File: config.mk
export PLATFORM = sky130hd
export DESIGN_NAME = morse_key_timer
export DESIGN_NICKNAME = d
export VERILOG_FILES = /design/src/rtl/morse_key_timer.sv
export SDC_FILE = /design/constraint.sdc
export NUM_CORES = 1
export LEC_CHECK = 0
export ABC_AREA = 1
export BUFFER_PORTS_ARGS = -buffer_cell sky130_fd_sc_hd__buf_2
export CAP_MARGIN = 40
export CORE_UTILIZATION = 40
export CTS_CLUSTER_DIAMETER = 40
export DETAILED_ROUTE_END_ITERATION = 10
export GPL_ROUTABILITY_DRIVEN = 1
export HOLD_SLACK_MARGIN = 0.15
export SLEW_MARGIN = 15
export SYNTH_ARGS = -nofsm -noshare
export SYNTH_HDL_FRONTEND = slang
export SYNTH_SLANG_ARGS = --single-unit
File: constraint.sdc
create_clock -name iCLK -period 2.25 [get_ports iCLK]
set_clock_uncertainty 0.2 [all_clocks]
set_input_delay 0.225 -clock iCLK [delete_from_list [all_inputs] [get_ports iCLK]]
set_output_delay 0.225 -clock iCLK [all_outputs]
set_load 0.1 [all_outputs]
File: src/rtl/morse_key_timer.sv
// Morse key front end: synchronizes and debounces the raw key, times each press
// as dot or dash, and flags letter boundaries and overflowing letters.
module morse_key_timer #(
    parameter int DEBOUNCE_CYC   = 500000,
    parameter int DOT_MAX_CYC    = 15000000,
    parameter int LETTER_GAP_CYC = 35000000,
    parameter int MAX_SYMS       = 5
) (
    input  logic       iCLK,
    input  logic       iRST_N,
    input  logic       iEnable,
    input  logic       iKEY_N,
    output logic       oPressed,
    output logic       oSymValid,
    output logic       oSymDash,
    output logic       oLetterEnd,
    output logic       oAbort,
    output logic [2:0] oSymCount
);

    localparam int CNT_W = $clog2(LETTER_GAP_CYC + 1);
    localparam int DEB_W = $clog2(DEBOUNCE_CYC + 1);

    localparam logic [DEB_W-1:0] DEB_LAST  = DEB_W'(DEBOUNCE_CYC - 1);
    localparam logic [CNT_W-1:0] DOT_MAX   = CNT_W'(DOT_MAX_CYC);
    localparam logic [CNT_W-1:0] PRESS_SAT = CNT_W'(DOT_MAX_CYC + 1);
    localparam logic [CNT_W-1:0] GAP_END   = CNT_W'(LETTER_GAP_CYC);
    localparam logic [CNT_W-1:0] CNT_ONE   = CNT_W'(1);
    localparam logic [2:0]       SYM_MAX   = 3'(MAX_SYMS);

    localparam logic [1:0] ST_IDLE     = 2'd0;
    localparam logic [1:0] ST_PRESS    = 2'd1;
    localparam logic [1:0] ST_GAP      = 2'd2;
    localparam logic [1:0] ST_WAIT_REL = 2'd3;

    logic [1:0]       sync_q;
    logic             key_s;
    logic             deb_q, deb_d;
    logic [DEB_W-1:0] deb_cnt_q, deb_cnt_d;
    logic             en_q;
    logic [1:0]       state_q, state_d;
    logic [CNT_W-1:0] press_cnt_q, press_cnt_d;
    logic [CNT_W-1:0] gap_cnt_q, gap_cnt_d;
    logic [2:0]       sym_cnt_q, sym_cnt_d;
    logic             pressed_q;
    logic             sym_valid_q, sym_valid_d;
    logic             sym_dash_q, sym_dash_d;
    logic             letter_end_q, letter_end_d;
    logic             abort_q, abort_d;

    // Synchronizer idles at the released (high) level of the active-low key
    always_ff @(posedge iCLK or negedge iRST_N) begin
        if (!iRST_N) begin
            sync_q <= 2'b11;
        end else begin
            sync_q <= {sync_q[0], iKEY_N};
        end
    end

    assign key_s = ~sync_q[1];

    // Debouncer: level flips only after DEBOUNCE_CYC consecutive disagreeing cycles
    always_comb begin
        deb_d     = deb_q;
        deb_cnt_d = '0;
        if (key_s != deb_q) begin
            if (deb_cnt_q == DEB_LAST) begin
                deb_d     = ~deb_q;
                deb_cnt_d = '0;
            end else begin
                deb_cnt_d = deb_cnt_q + 1'b1;
            end
        end else begin
            deb_cnt_d = '0;
        end
    end

    // Symbol/letter sequencer; the terminal gap count beats a simultaneous new press
    always_comb begin
        state_d      = state_q;
        press_cnt_d  = press_cnt_q;
        gap_cnt_d    = gap_cnt_q;
        sym_cnt_d    = sym_cnt_q;
        sym_valid_d  = 1'b0;
        sym_dash_d   = 1'b0;
        letter_end_d = 1'b0;
        abort_d      = 1'b0;
        if (!iEnable) begin
            state_d     = ST_IDLE;
            press_cnt_d = '0;
            gap_cnt_d   = '0;
            sym_cnt_d   = 3'd0;
        end else if (!en_q) begin
            state_d     = deb_q ? ST_WAIT_REL : ST_IDLE;
            press_cnt_d = '0;
            gap_cnt_d   = '0;
            sym_cnt_d   = 3'd0;
        end else begin
            case (state_q)
                ST_IDLE: begin
                    if (deb_q) begin
                        state_d     = ST_PRESS;
                        press_cnt_d = CNT_ONE;
                    end else begin
                        state_d = ST_IDLE;
                    end
                end
                ST_PRESS: begin
                    if (deb_q) begin
                        if (press_cnt_q != PRESS_SAT) begin
                            press_cnt_d = press_cnt_q + 1'b1;
                        end else begin
                            press_cnt_d = press_cnt_q;
                        end
                    end else if (sym_cnt_q < SYM_MAX) begin
                        sym_valid_d = 1'b1;
                        sym_dash_d  = (press_cnt_q > DOT_MAX);
                        sym_cnt_d   = sym_cnt_q + 3'd1;
                        gap_cnt_d   = '0;
                        press_cnt_d = '0;
                        state_d     = ST_GAP;
                    end else begin
                        abort_d     = 1'b1;
                        sym_cnt_d   = 3'd0;
                        press_cnt_d = '0;
                        state_d     = ST_IDLE;
                    end
                end
                ST_GAP: begin
                    if (gap_cnt_q == GAP_END) begin
                        letter_end_d = 1'b1;
                        sym_cnt_d    = 3'd0;
                        gap_cnt_d    = '0;
                        if (deb_q) begin
                            state_d     = ST_PRESS;
                            press_cnt_d = CNT_ONE;
                        end else begin
                            state_d = ST_IDLE;
                        end
                    end else if (deb_q) begin
                        state_d     = ST_PRESS;
                        press_cnt_d = CNT_ONE;
                    end else begin
                        gap_cnt_d = gap_cnt_q + 1'b1;
                    end
                end
                ST_WAIT_REL: begin
                    if (!deb_q) begin
                        state_d = ST_IDLE;
                    end else begin
                        state_d = ST_WAIT_REL;
                    end
                end
                default: begin
                    state_d     = ST_IDLE;
                    press_cnt_d = '0;
                    gap_cnt_d   = '0;
                    sym_cnt_d   = 3'd0;
                end
            endcase
        end
    end

    // State, counters and registered outputs
    always_ff @(posedge iCLK or negedge iRST_N) begin
        if (!iRST_N) begin
            deb_q        <= 1'b0;
            deb_cnt_q    <= '0;
            en_q         <= 1'b0;
            state_q      <= ST_IDLE;
            press_cnt_q  <= '0;
            gap_cnt_q    <= '0;
            sym_cnt_q    <= 3'd0;
            pressed_q    <= 1'b0;
            sym_valid_q  <= 1'b0;
            sym_dash_q   <= 1'b0;
            letter_end_q <= 1'b0;
            abort_q      <= 1'b0;
        end else begin
            deb_q        <= deb_d;
            deb_cnt_q    <= deb_cnt_d;
            en_q         <= iEnable;
            state_q      <= state_d;
            press_cnt_q  <= press_cnt_d;
            gap_cnt_q    <= gap_cnt_d;
            sym_cnt_q    <= sym_cnt_d;
            pressed_q    <= deb_d & iEnable;
            sym_valid_q  <= sym_valid_d;
            sym_dash_q   <= sym_dash_d;
            letter_end_q <= letter_end_d;
            abort_q      <= abort_d;
        end
    end

    assign oPressed   = pressed_q;
    assign oSymValid  = sym_valid_q;
    assign oSymDash   = sym_dash_q;
    assign oLetterEnd = letter_end_q;
    assign oAbort     = abort_q;
    assign oSymCount  = sym_cnt_q;

endmodule

* Word level (Yosys, flattened, before mapping)
Index checks and enable logic that the tools add are counted.
** Cells by class
- Mux-type cells :: 51
- Bitwise logic cells :: 3
- Add/sub/neg operators :: 4
- Magnitude comparators :: 2
- Equal/unequal tests :: 16
- Reductions and logical operators :: 6
** Operators by type and width (count)
- 26-bit two-way mux :: 11
- 26-bit one-hot mux with 2 select lines :: 2
- 26-bit by 1-bit adder with 26-bit output (second input constant) :: 2
- 19-bit two-way mux :: 2
- 26-bit == test (second input constant) :: 1
- 26-bit by 24-bit > comparator with 1-bit output (second input constant) :: 1
- 26-bit by 24-bit inequality test with 1-bit output (second input constant) :: 1
- 1-bit two-way mux :: 22
- 19-bit by 1-bit adder with 19-bit output (second input constant) :: 1
- 19-bit == test (second input constant) :: 1
- 4-bit inequality test (second input constant) :: 4
- 3-bit two-way mux :: 5
- 5-bit inequality test (second input constant) :: 3
- 2-bit two-way mux :: 7
- 2-bit one-hot mux with 4 select lines :: 1
- 3-bit one-hot mux with 2 select lines :: 1
- 3-bit AND reduction :: 2
- 2-bit == test (second input constant) :: 2
- 4-bit by 2-bit inequality test with 1-bit output (second input constant) :: 1
- 4-bit by 3-bit inequality test with 1-bit output (second input constant) :: 1
- 4-bit AND reduction :: 1
- 3-bit by 1-bit adder with 3-bit output (second input constant) :: 1
- 3-bit < comparator (second input constant) :: 1
- 2-bit by 1-bit == test with 1-bit output (second input constant) :: 1
- 6 further kinds :: 7
** Word-level totals
- Bits in registers :: 85
- Output and inout port bits :: 8
- Word-level logic and storage cells :: 95
- Input bits :: 4

* Depth between registers and ports, before layout
Gate-level depths: netlist (run 1).
- Depth after elaboration :: 6
- Depth in mapped cells :: 13
- Depth with buffers taken out :: 12

* Worst setup path after synthesis (run 1)
Ideal clock, no wire load.
- Path kind :: flip-flop to flip-flop
- Start point :: reg sym_cnt_q[0] (netlist: oSymCount[0])
- End point :: reg gap_cnt_q[13]
- Setup time :: 0.065 ns
- Data required time :: 1.985 ns
- Path buffers :: 1
- Data arrival time :: 1.983 ns
- Stages on the path, launching flop included :: 9
- Period minus slack after synthesis :: 2.247 ns
- Slack :: 0.003 ns
- Cell sequence :: dfrtp_1 -> o21ai_1 -> inv_1 -> a21oi_1 -> nand2_4 -> nor2_4 -> buf_6 -> nand2_1 -> nand2_1
** Between the ends
- Cells in the longest elaborated chain, start to end :: 3
** RTL lines
- start: declaration :: RTL line 44 : logic [2:0] sym_cnt_q, sym_cnt_d;
- start signal: assignment :: RTL line 186 : sym_cnt_q <= sym_cnt_d;
- 3-bit < comparator :: RTL line 115 : end else if (sym_cnt_q < SYM_MAX) begin
- 4-bit inequality test (no source line)
- 4-bit AND reduction (no source line)
- end signal: assignment :: RTL line 185 : gap_cnt_q <= gap_cnt_d;
- end: declaration :: RTL line 43 : logic [CNT_W-1:0] gap_cnt_q, gap_cnt_d;
No other way between the ends.
A chain may end at the register's enable or synchronous reset.

* Worst setup path in the final report (run 1)
- Start point :: reg state_q[1]
- End point :: reg press_cnt_q[8]
** Between the ends
- Cells in the longest elaborated chain, start to end :: 5
- Elaborated cells between the ends (all ways) :: 11
- Those cells by class :: eq/ne: 5; mux: 3; reduce/logical: 3
** RTL lines
- start: declaration :: RTL line 41 : logic [1:0] state_q, state_d;
- start signal: assignment :: RTL line 183 : state_q <= state_d;
- 2-bit == test or 2-bit logical NOT (tied branches) :: RTL line 99 : case (state_q)
- 2-bit OR reduction (no source line)
- 26-bit one-hot mux with 2 select lines :: RTL line 99
- 26-bit two-way mux :: RTL line 93 : end else if (!en_q) begin
- 26-bit two-way mux :: RTL line 88 : if (!iEnable) begin
- end signal: assignment :: RTL line 184 : press_cnt_q <= press_cnt_d;
- end: declaration :: RTL line 42 : logic [CNT_W-1:0] press_cnt_q, press_cnt_d;
Parallel ways exist; a longest one is shown, timed or not.

==> results of run 1 <==
## worst register-to-register path: cells and delay by family, from the launching register on
family	cells	cell delay [ns]
adders and majority gates	1	0.16
buffers and inverters	3	0.33
DFF	1	0.42
and+or+nand+nor	9	0.90
## per-layer routing
metal  vias to the layer above  global-route usage (%)  share of wire, %
met2                        94                    28.4                41
met3                        17                    2.92               3.3
met1                      2260                    28.9                54
met4                         0                    7.36               1.7
li1                       2607                       -                 -
met5                         -                       0                 0
## power groups by stage
stage          Combinational (mW)  Clock (mW)  Sequential, mW
2_1_floorplan              0.0891           0            1.60
3_3_place_gp                0.192           0            1.59
3_5_place_dp                0.191           0            1.59
4_1_cts                     0.195        1.51            1.56
5_1_grt                     0.216        1.57            1.56
6_report                    0.192        1.46            1.56
## cells in the mapped netlist
cell	number	area [µm²]
and3_1	1	6.26
nand2_4	3	33.8
nand3_1	64	320
xor2_1	10	87.6
nand2_2	4	25.0
nor4_1	2	12.5
inv_2	4	15.0
buf_6	1	11.3
nor2_1	125	469
nand3b_1	4	30.0
o21ai_1	7	35.0
o31ai_1	3	22.5
nor2_4	3	33.8
a21boi_0	1	7.51
o21ai_2	1	8.76
dfstp_2	2	52.6
o21ai_0	15	75.1
nand2_1	240	901
o21a_1	3	22.5
nor3_1	28	140
nor2_2	5	31.3
clkinv_1	1	3.75
nand3_2	2	20.0
dfrtp_1	83	2080
a21boi_2	1	11.3
or2_1	1	6.26
a31oi_1	1	6.26
buf_4	5	37.5
a21oi_1	20	100
or2_2	1	6.26
inv_1	97	364
o211ai_1	2	15.0
ha_1	11	138
nor3_2	3	30.0
xnor2_1	7	61.3
buf_2	8	40.0
nand4_1	20	125
a211oi_1	1	7.51
nor3b_1	4	30.0
o21bai_1	6	45.0
## logic make-up after synthesis
group | Yosys count | synth area share [%]
DFF | 85 | 39.0
xor gates and xnor gates | 17 | 2.72
AOI/OAI and AO/OA | 61 | 6.52
adders and majority gates | 11 | 2.52
buffers and inverters | 116 | 8.63
and+or+nand+nor | 510 | 40.6
## final cells by class
type | instances | area, µm²
clock buffer | 10 | 229
clock inverter | 5 | 52.6
fill | 1401 | 7120
inverter | 102 | 383
multi-input combinational | 599 | 2870
sequential | 85 | 2130
tap | 176 | 220
timing repair buffer | 36 | 290
## sequential cells by signal (all words and copies together) (netlist names)
name	cells
en_q	1
state_q	2
sync_q	2
deb_cnt_q	19
oSymDash	1
oSymValid	1
oPressed	1
press_cnt_q	26
deb_q	1
gap_cnt_q	26
oLetterEnd	1
oAbort	1
oSymCount	3
## repair_timing
item                                   CTS  global route
hold buffers                             3             0
endpoints found under the hold margin   90             0
setup endpoints to repair                0             3
gates resized for setup                  0             2
## path summary, 6_finish.rpt
| path | startpoint | end | slack [ns] | cells after the start |
|---|---|---|---|---|
| min in group asynchronous | iRST_N | gap_cnt_q[23]$_DFFE_PN0P_ | 0.20 | 3 |
| setup reg to reg | state_q[1]$_DFFE_PN0P_ | press_cnt_q[8]$_DFFE_PN0P_ | 0.16 | 13 |
| hold / removal | sync_q[0]$_DFF_PN1_ | sync_q[1]$_DFF_PN1_ | 0.15 | 0 |
| hold reg to reg | sync_q[0]$_DFF_PN1_ | sync_q[1]$_DFF_PN1_ | 0.15 | 0 |
| max in group asynchronous | iRST_N | gap_cnt_q[19]$_DFFE_PN0P_ | 1.20 | 3 |
| setup / recovery | state_q[1]$_DFFE_PN0P_ | press_cnt_q[8]$_DFFE_PN0P_ | 0.16 | 13 |
## metrics by stage
step | area [µm²] | hold slack, ns | power, mW
after floorplan | 5470 | -0.271 | 1.69
after global placement | 5860 | 0.108 | 1.78
after detailed placement | 5860 | 0.108 | 1.78
after CTS | 6170 | 0.156 | 3.27
after global routing | 6170 | 0.160 | 3.34
final | 6170 | 0.155 | 3.21
==> summary.txt, run 1 <==
Critical path
  – Crit path cell chain: inv_1 > ha_1 > inv_1 > nor2_4 > nand2_4 > nor2_4 > nand2_2 > nand2_1 > buf_12 > nor2_1 > nand2_1 > nand2_1 > nor2_1
  – Buf+Inv Stages, Crit Path: 3
  – CP Capture Type: register
  – Family with the most delay on the worst path: simple AND/OR/NAND/NOR gates
  – Crit path largest cell delay: ~0.42 ns
  – Critical Path Source Type: register
  – Critical path type: register to register
  – CP max FO: 20
  – Arrival @ worst endpoint: 2.16 ns
  – Critical path's slowest cell: dfrtp_1
  – Most common cell on crit path: nand2_1
  – CP Data Required Time: about 2.3 ns

Floorplan
  – Core ar.: 13300 µm²
  – # rows: 42
  – Effective utilization at floorplan: 41.1%
  – DIE WIDTH: 119 µm
  – I/O Pins: 12
  – Die Footprint: about 14000 µm²
  – Die Y-Extent: about 120 µm

Clocking
  – Clk sinks: 85
  – Total CTS buffers: 9
  – CTS tree: built
  – Post-CTS Setup Bufs: 0
  – Max clock buf depth: 2
  – Later-pin clock latency in the skew report: roughly 0.35 ns
  – CTS H-Tree Depth: 3
  – CTS root buffer: clkbuf_16
  – Reg clk slew, reported paths: 0.06 ns

Timing
  – Max Clock Freq: 479 MHz
  – Setup_tns: 0 ns
  – Final setup viols: 0
  – Max_slew headroom: 65.4%
  – Worst-Margin Slew: 0.519 ns
  – Final WS setup: 0.163 ns
  – Slew Viols, Final: 0
  – Final min period: 2.09 ns
  – RSZ-0062 raised after global routing: false
  – Final Cycle Share: 92.8%
  – Hold Fails Final Rpt: 0

Routing
  – Drt drc: 0
  – Avg WL per Cell: 12.6 µm
  – Avg Vias per Cell: ~4.9
  – Via count: 4978
  – DRT antenna net count: 0
  – DR iter-0 viols: between 300 and 400
  – Total Wirelength: 12800 µm
  – Pre-antenna DRT Iters: 5

Layout
  – Final core utilization: 46.4%
  – Commonest non-fill, non-tap cells in the layout: 240 x nand2_1, 125 x nor2_1, 97 x inv_1, 83 x dfrtp_1, 64 x nand3_1
  – Fin cells: 1013
  – Most common cell after layout, fill and taps aside: nand2_1
  – Diodes inserted: 0
  – Synthesis-to-layout area growth: 12.9%
  – Share of cells above drive strength 1: under 10%
  – Final net count: roughly 850

Placed design
  – Inst Count DP: 995
  – Pre-CTS setup slack: 0.150 ns
  – GP Congestion: 0.904
  – Port Buffers: 11
  – HPWL Detailed: 9280 µm

GRT
  – Total grt overflow: 0
  – First-pass GRT wire length: 22000 µm
  – Largest net degree at the start of global routing: 86
  – Vias in the first global route: roughly 4500
  – Initial antenna violation count: 0
  – All-layer global routing usage: 19.5%

Logic synthesis
  – #FFs+latches synth: 85
  – Register area share after synthesis: approximately two fifths
  – Syn_area_per_cell: 6.83 µm²
  – Syn_nets: 815
  – Synth Instances: 800
  – Cell Area, Synth: 5470 µm²
  – Yosys warning count: 0
  – Number of distinct library cells after synthesis: 40

Pwr
  – Clock share of power: 45.6%
  – Power Internal: around 2.4 mW
  – Sequential share of power: between 40 and 50%
  – P_sw: 0.769 mW
  – Sw frac: 23.9%
  – Leakage: 2.85 nW
  – Logic pwr share: roughly 6.0%
  – Worst IR Drop VDD: 0.351 mV
  – Pwr Density: around 520 nW/µm²

Hold path
  – Hold Path Class: register to register

Flow run
  – Max-Cap Viols: 0

Run status
  – Outcome: finished clean
Power figures use the tool's default switching activity.
==> run 2: changes to the inputs <==
--- a/config.mk
+++ b/config.mk
@@ -6,7 +6,7 @@
 export NUM_CORES = 1
 export LEC_CHECK = 0
 export ABC_AREA = 1
-export BUFFER_PORTS_ARGS = -buffer_cell sky130_fd_sc_hd__buf_2
+export BUFFER_PORTS_ARGS = -buffer_cell sky130_fd_sc_hd__buf_4
 export CAP_MARGIN = 40
 export CORE_UTILIZATION = 40
 export CTS_CLUSTER_DIAMETER = 40
==> run 2 against run 1 <==
Via count rose by 1.6%. Critical path type unchanged. Design area rose by 0.39%. Non-clock buffer count fell by 1. Clock-buffer cell count grew 4. Combinational power about the same. Global-route usage grew 0.26 points. Sequential power is essentially flat. Critical path depth fell by 1. Sequential cell count did not move. Sequential share of layout area decreased by 0.13 points. Largest power group unchanged. Hold slack about the same. Critical endpoint is now press_cnt_q[10]$_DFFE_PN0P_. Power is 1.5% higher.
==> summary.txt, run 2 (synthesis results as in run 1) <==
Hold path
  – Hold Path End: sync_q[1]$_DFF_PN1_
  – Hold_sp: sync_q[0]$_DFF_PN1_
  – WHS Path Cells: 0
  – Hold Path Class: register to register

Critical path
  – Buf+Inv Stages, Crit Path: 4
  – Arrival @ worst endpoint: approximately 2.1 ns
  – Critical Path Source Type: register
  – CP Capture Type: register
  – Most common cell on crit path: inv_1
  – Crit path cell chain: inv_1 > ha_1 > inv_1 > nor2_4 > nand2_4 > nor2_4 > nand2_2 > nand2_1 > buf_4 > nor2_1 > o21ai_1 > inv_1
  – Family with the most delay on the worst path: simple AND/OR/NAND/NOR gates
  – Critical path's slowest cell: dfrtp_1
  – RR Startpoint: state_q[1]$_DFFE_PN0P_
  – Critical path type: register to register
  – Crit path largest cell delay: ~0.40 ns
  – Reg2Reg Depth: 12
  – Reg2reg end: press_cnt_q[10]$_DFFE_PN0P_
  – CP max FO: 9
  – Register-to-register path setup slack: 0.18 ns
  – CP Data Required Time: 2.29 ns

Clocking
  – Reg clk slew, reported paths: approximately 0.060 ns
  – CTS H-Tree Depth: 3
  – Clk sinks: 85
  – CTS tree: built
  – Later-pin clock latency in the skew report: 0.35 ns
  – Post-CTS Setup Bufs: 0
  – Total CTS buffers: 9
  – Max clock buf depth: 2
  – CTS root buffer: clkbuf_16

Timing
  – Max Clock Freq: 484 MHz
  – Setup_tns: 0 ns
  – Final min period: between 2 and 2.5 ns
  – Hold Fails Final Rpt: 0
  – RSZ-0062 raised after global routing: false
  – Slew Viols, Final: 0
  – Final WS setup: 0.183 ns
  – Final Cycle Share: 91.9%
  – Max_slew headroom: between 60 and 70%
  – Worst-Margin Slew: 0.525 ns
  – Final setup viols: 0

GRT
  – First-pass GRT wire length: roughly 22000 µm
  – Total grt overflow: 0
  – Vias in the first global route: 4884
  – Largest net degree at the start of global routing: 37
  – Initial antenna violation count: 0
  – All-layer global routing usage: 19.8%

Placed design
  – GP Congestion: 0.895
  – Pre-CTS setup slack: 0.0763 ns
  – Port Buffers: 11
  – Placed cell area: about 6000 µm²
  – HPWL Detailed: 9710 µm

Pwr
  – Final Power: 3.26 mW
  – Worst IR Drop VDD: 0.360 mV
  – Leakage: 2.85 nW
  – Pwr Density: 526 nW/µm²

Floorplan
  – Die Footprint: 14100 µm²
  – I/O Pins: 12
  – # rows: 42
  – DIE WIDTH: between 100 and 150 µm
  – Effective utilization at floorplan: between 40% and 50%
  – Die Y-Extent: 119 µm
  – Core ar.: between 10000 and 15000 µm²

Routing
  – DR iter-0 viols: 316
  – Total Wirelength: around 13000 µm
  – DRT antenna net count: 0
  – Avg WL per Cell: 12.7 µm
  – Pre-antenna DRT Iters: 5
  – Via count: 5056
  – Avg Vias per Cell: between 4 and 5
  – Drt drc: 0

Layout
  – Diodes inserted: 0
  – Commonest non-fill, non-tap cells in the layout: 240 x nand2_1, 125 x nor2_1, 97 x inv_1, 83 x dfrtp_1, 64 x nand3_1
  – Share of cells above drive strength 1: 8.97%
  – Most common cell after layout, fill and taps aside: nand2_1
  – Fin area: 6200 µm²
  – Final net count: around 850
  – Registers with the most flip-flops: gap_cnt_q x26, press_cnt_q x26, deb_cnt_q x19
  – Synthesis-to-layout area growth: 13.4%

Flow run
  – Max-Cap Viols: 0

Run status
  – Outcome: finished clean
run 2: cell count changes in the layout (fill, tap and decap cells not counted), moves of 2 or more:
cell,delta
buf_2,-9
buf_4,+9
clkinv_2,-3
clkbuf_1,+2
clkbuf_8,+2
run 2: what timing repair did:
item,in CTS,in global routing
resized for setup,0,4
hold buffers,4,0
endpoints found under the setup margin,0,28
hold endpoints to repair,93,0
run 2: metal layers:
layer | up-vias | GRT usage (%) | wire [µm]
met5 | - | 0 | 0
met4 | 0 | 8.47 | 239
met3 | 15 | 3.11 | 364
met2 | 74 | 31.5 | 5850
met1 | 2360 | 26.6 | 6410
li1 | 2607 | - | -
run 2: layout make-up:
| class | count | area, µm² |
|---|---|---|
| Clock inverter | 1 | 30.0 |
| Tap cell | 176 | 220 |
| Timing Repair Buffer | 35 | 293 |
| Clock buffer | 14 | 264 |
| Inverter | 102 | 383 |
| Sequential cell | 85 | 2130 |
| Fill cell | 1299 | 7100 |
| Multi-Input combinational cell | 599 | 2880 |
run 2: stage by stage:
step | cells | hold WS [ns] | util, %
CTS | 1012 | 0.156 | 46.5
detailed placement | 993 | -0.0307 | 44.0
global route | 1012 | 0.161 | 46.6
global placement | 993 | -0.0422 | 44.0
floorplan | 800 | -0.271 | -
finish | 1012 | 0.155 | 46.6
run 2: power breakdown:
part           total (mW)  switching, mW  leakage, nW  internal [mW]
clock                1.51          0.594        0.143          0.916
combinational       0.194          0.139         1.53         0.0545
sequential           1.56         0.0143         1.17           1.54
total                3.26          0.747         2.85           2.51
run 2: worst max path at each step:
stage,from,endpoint,slack [ns],cells after the start
2_1_floorplan,oSymCount[0]$_DFFE_PN0P_,gap_cnt_q[13]$_DFFE_PN0P_,0.003,8
3_3_place_gp,state_q[0]$_DFFE_PN0P_,state_q[0]$_DFFE_PN0P_,0.09,7
3_5_place_dp,state_q[0]$_DFFE_PN0P_,state_q[0]$_DFFE_PN0P_,0.08,7
4_1_cts,state_q[0]$_DFFE_PN0P_,state_q[0]$_DFFE_PN0P_,0.06,7
5_1_grt,press_cnt_q[0]$_DFFE_PN0P_,press_cnt_q[24]$_DFFE_PN0P_,0.01,9
6_report,state_q[1]$_DFFE_PN0P_,press_cnt_q[10]$_DFFE_PN0P_,0.18,12
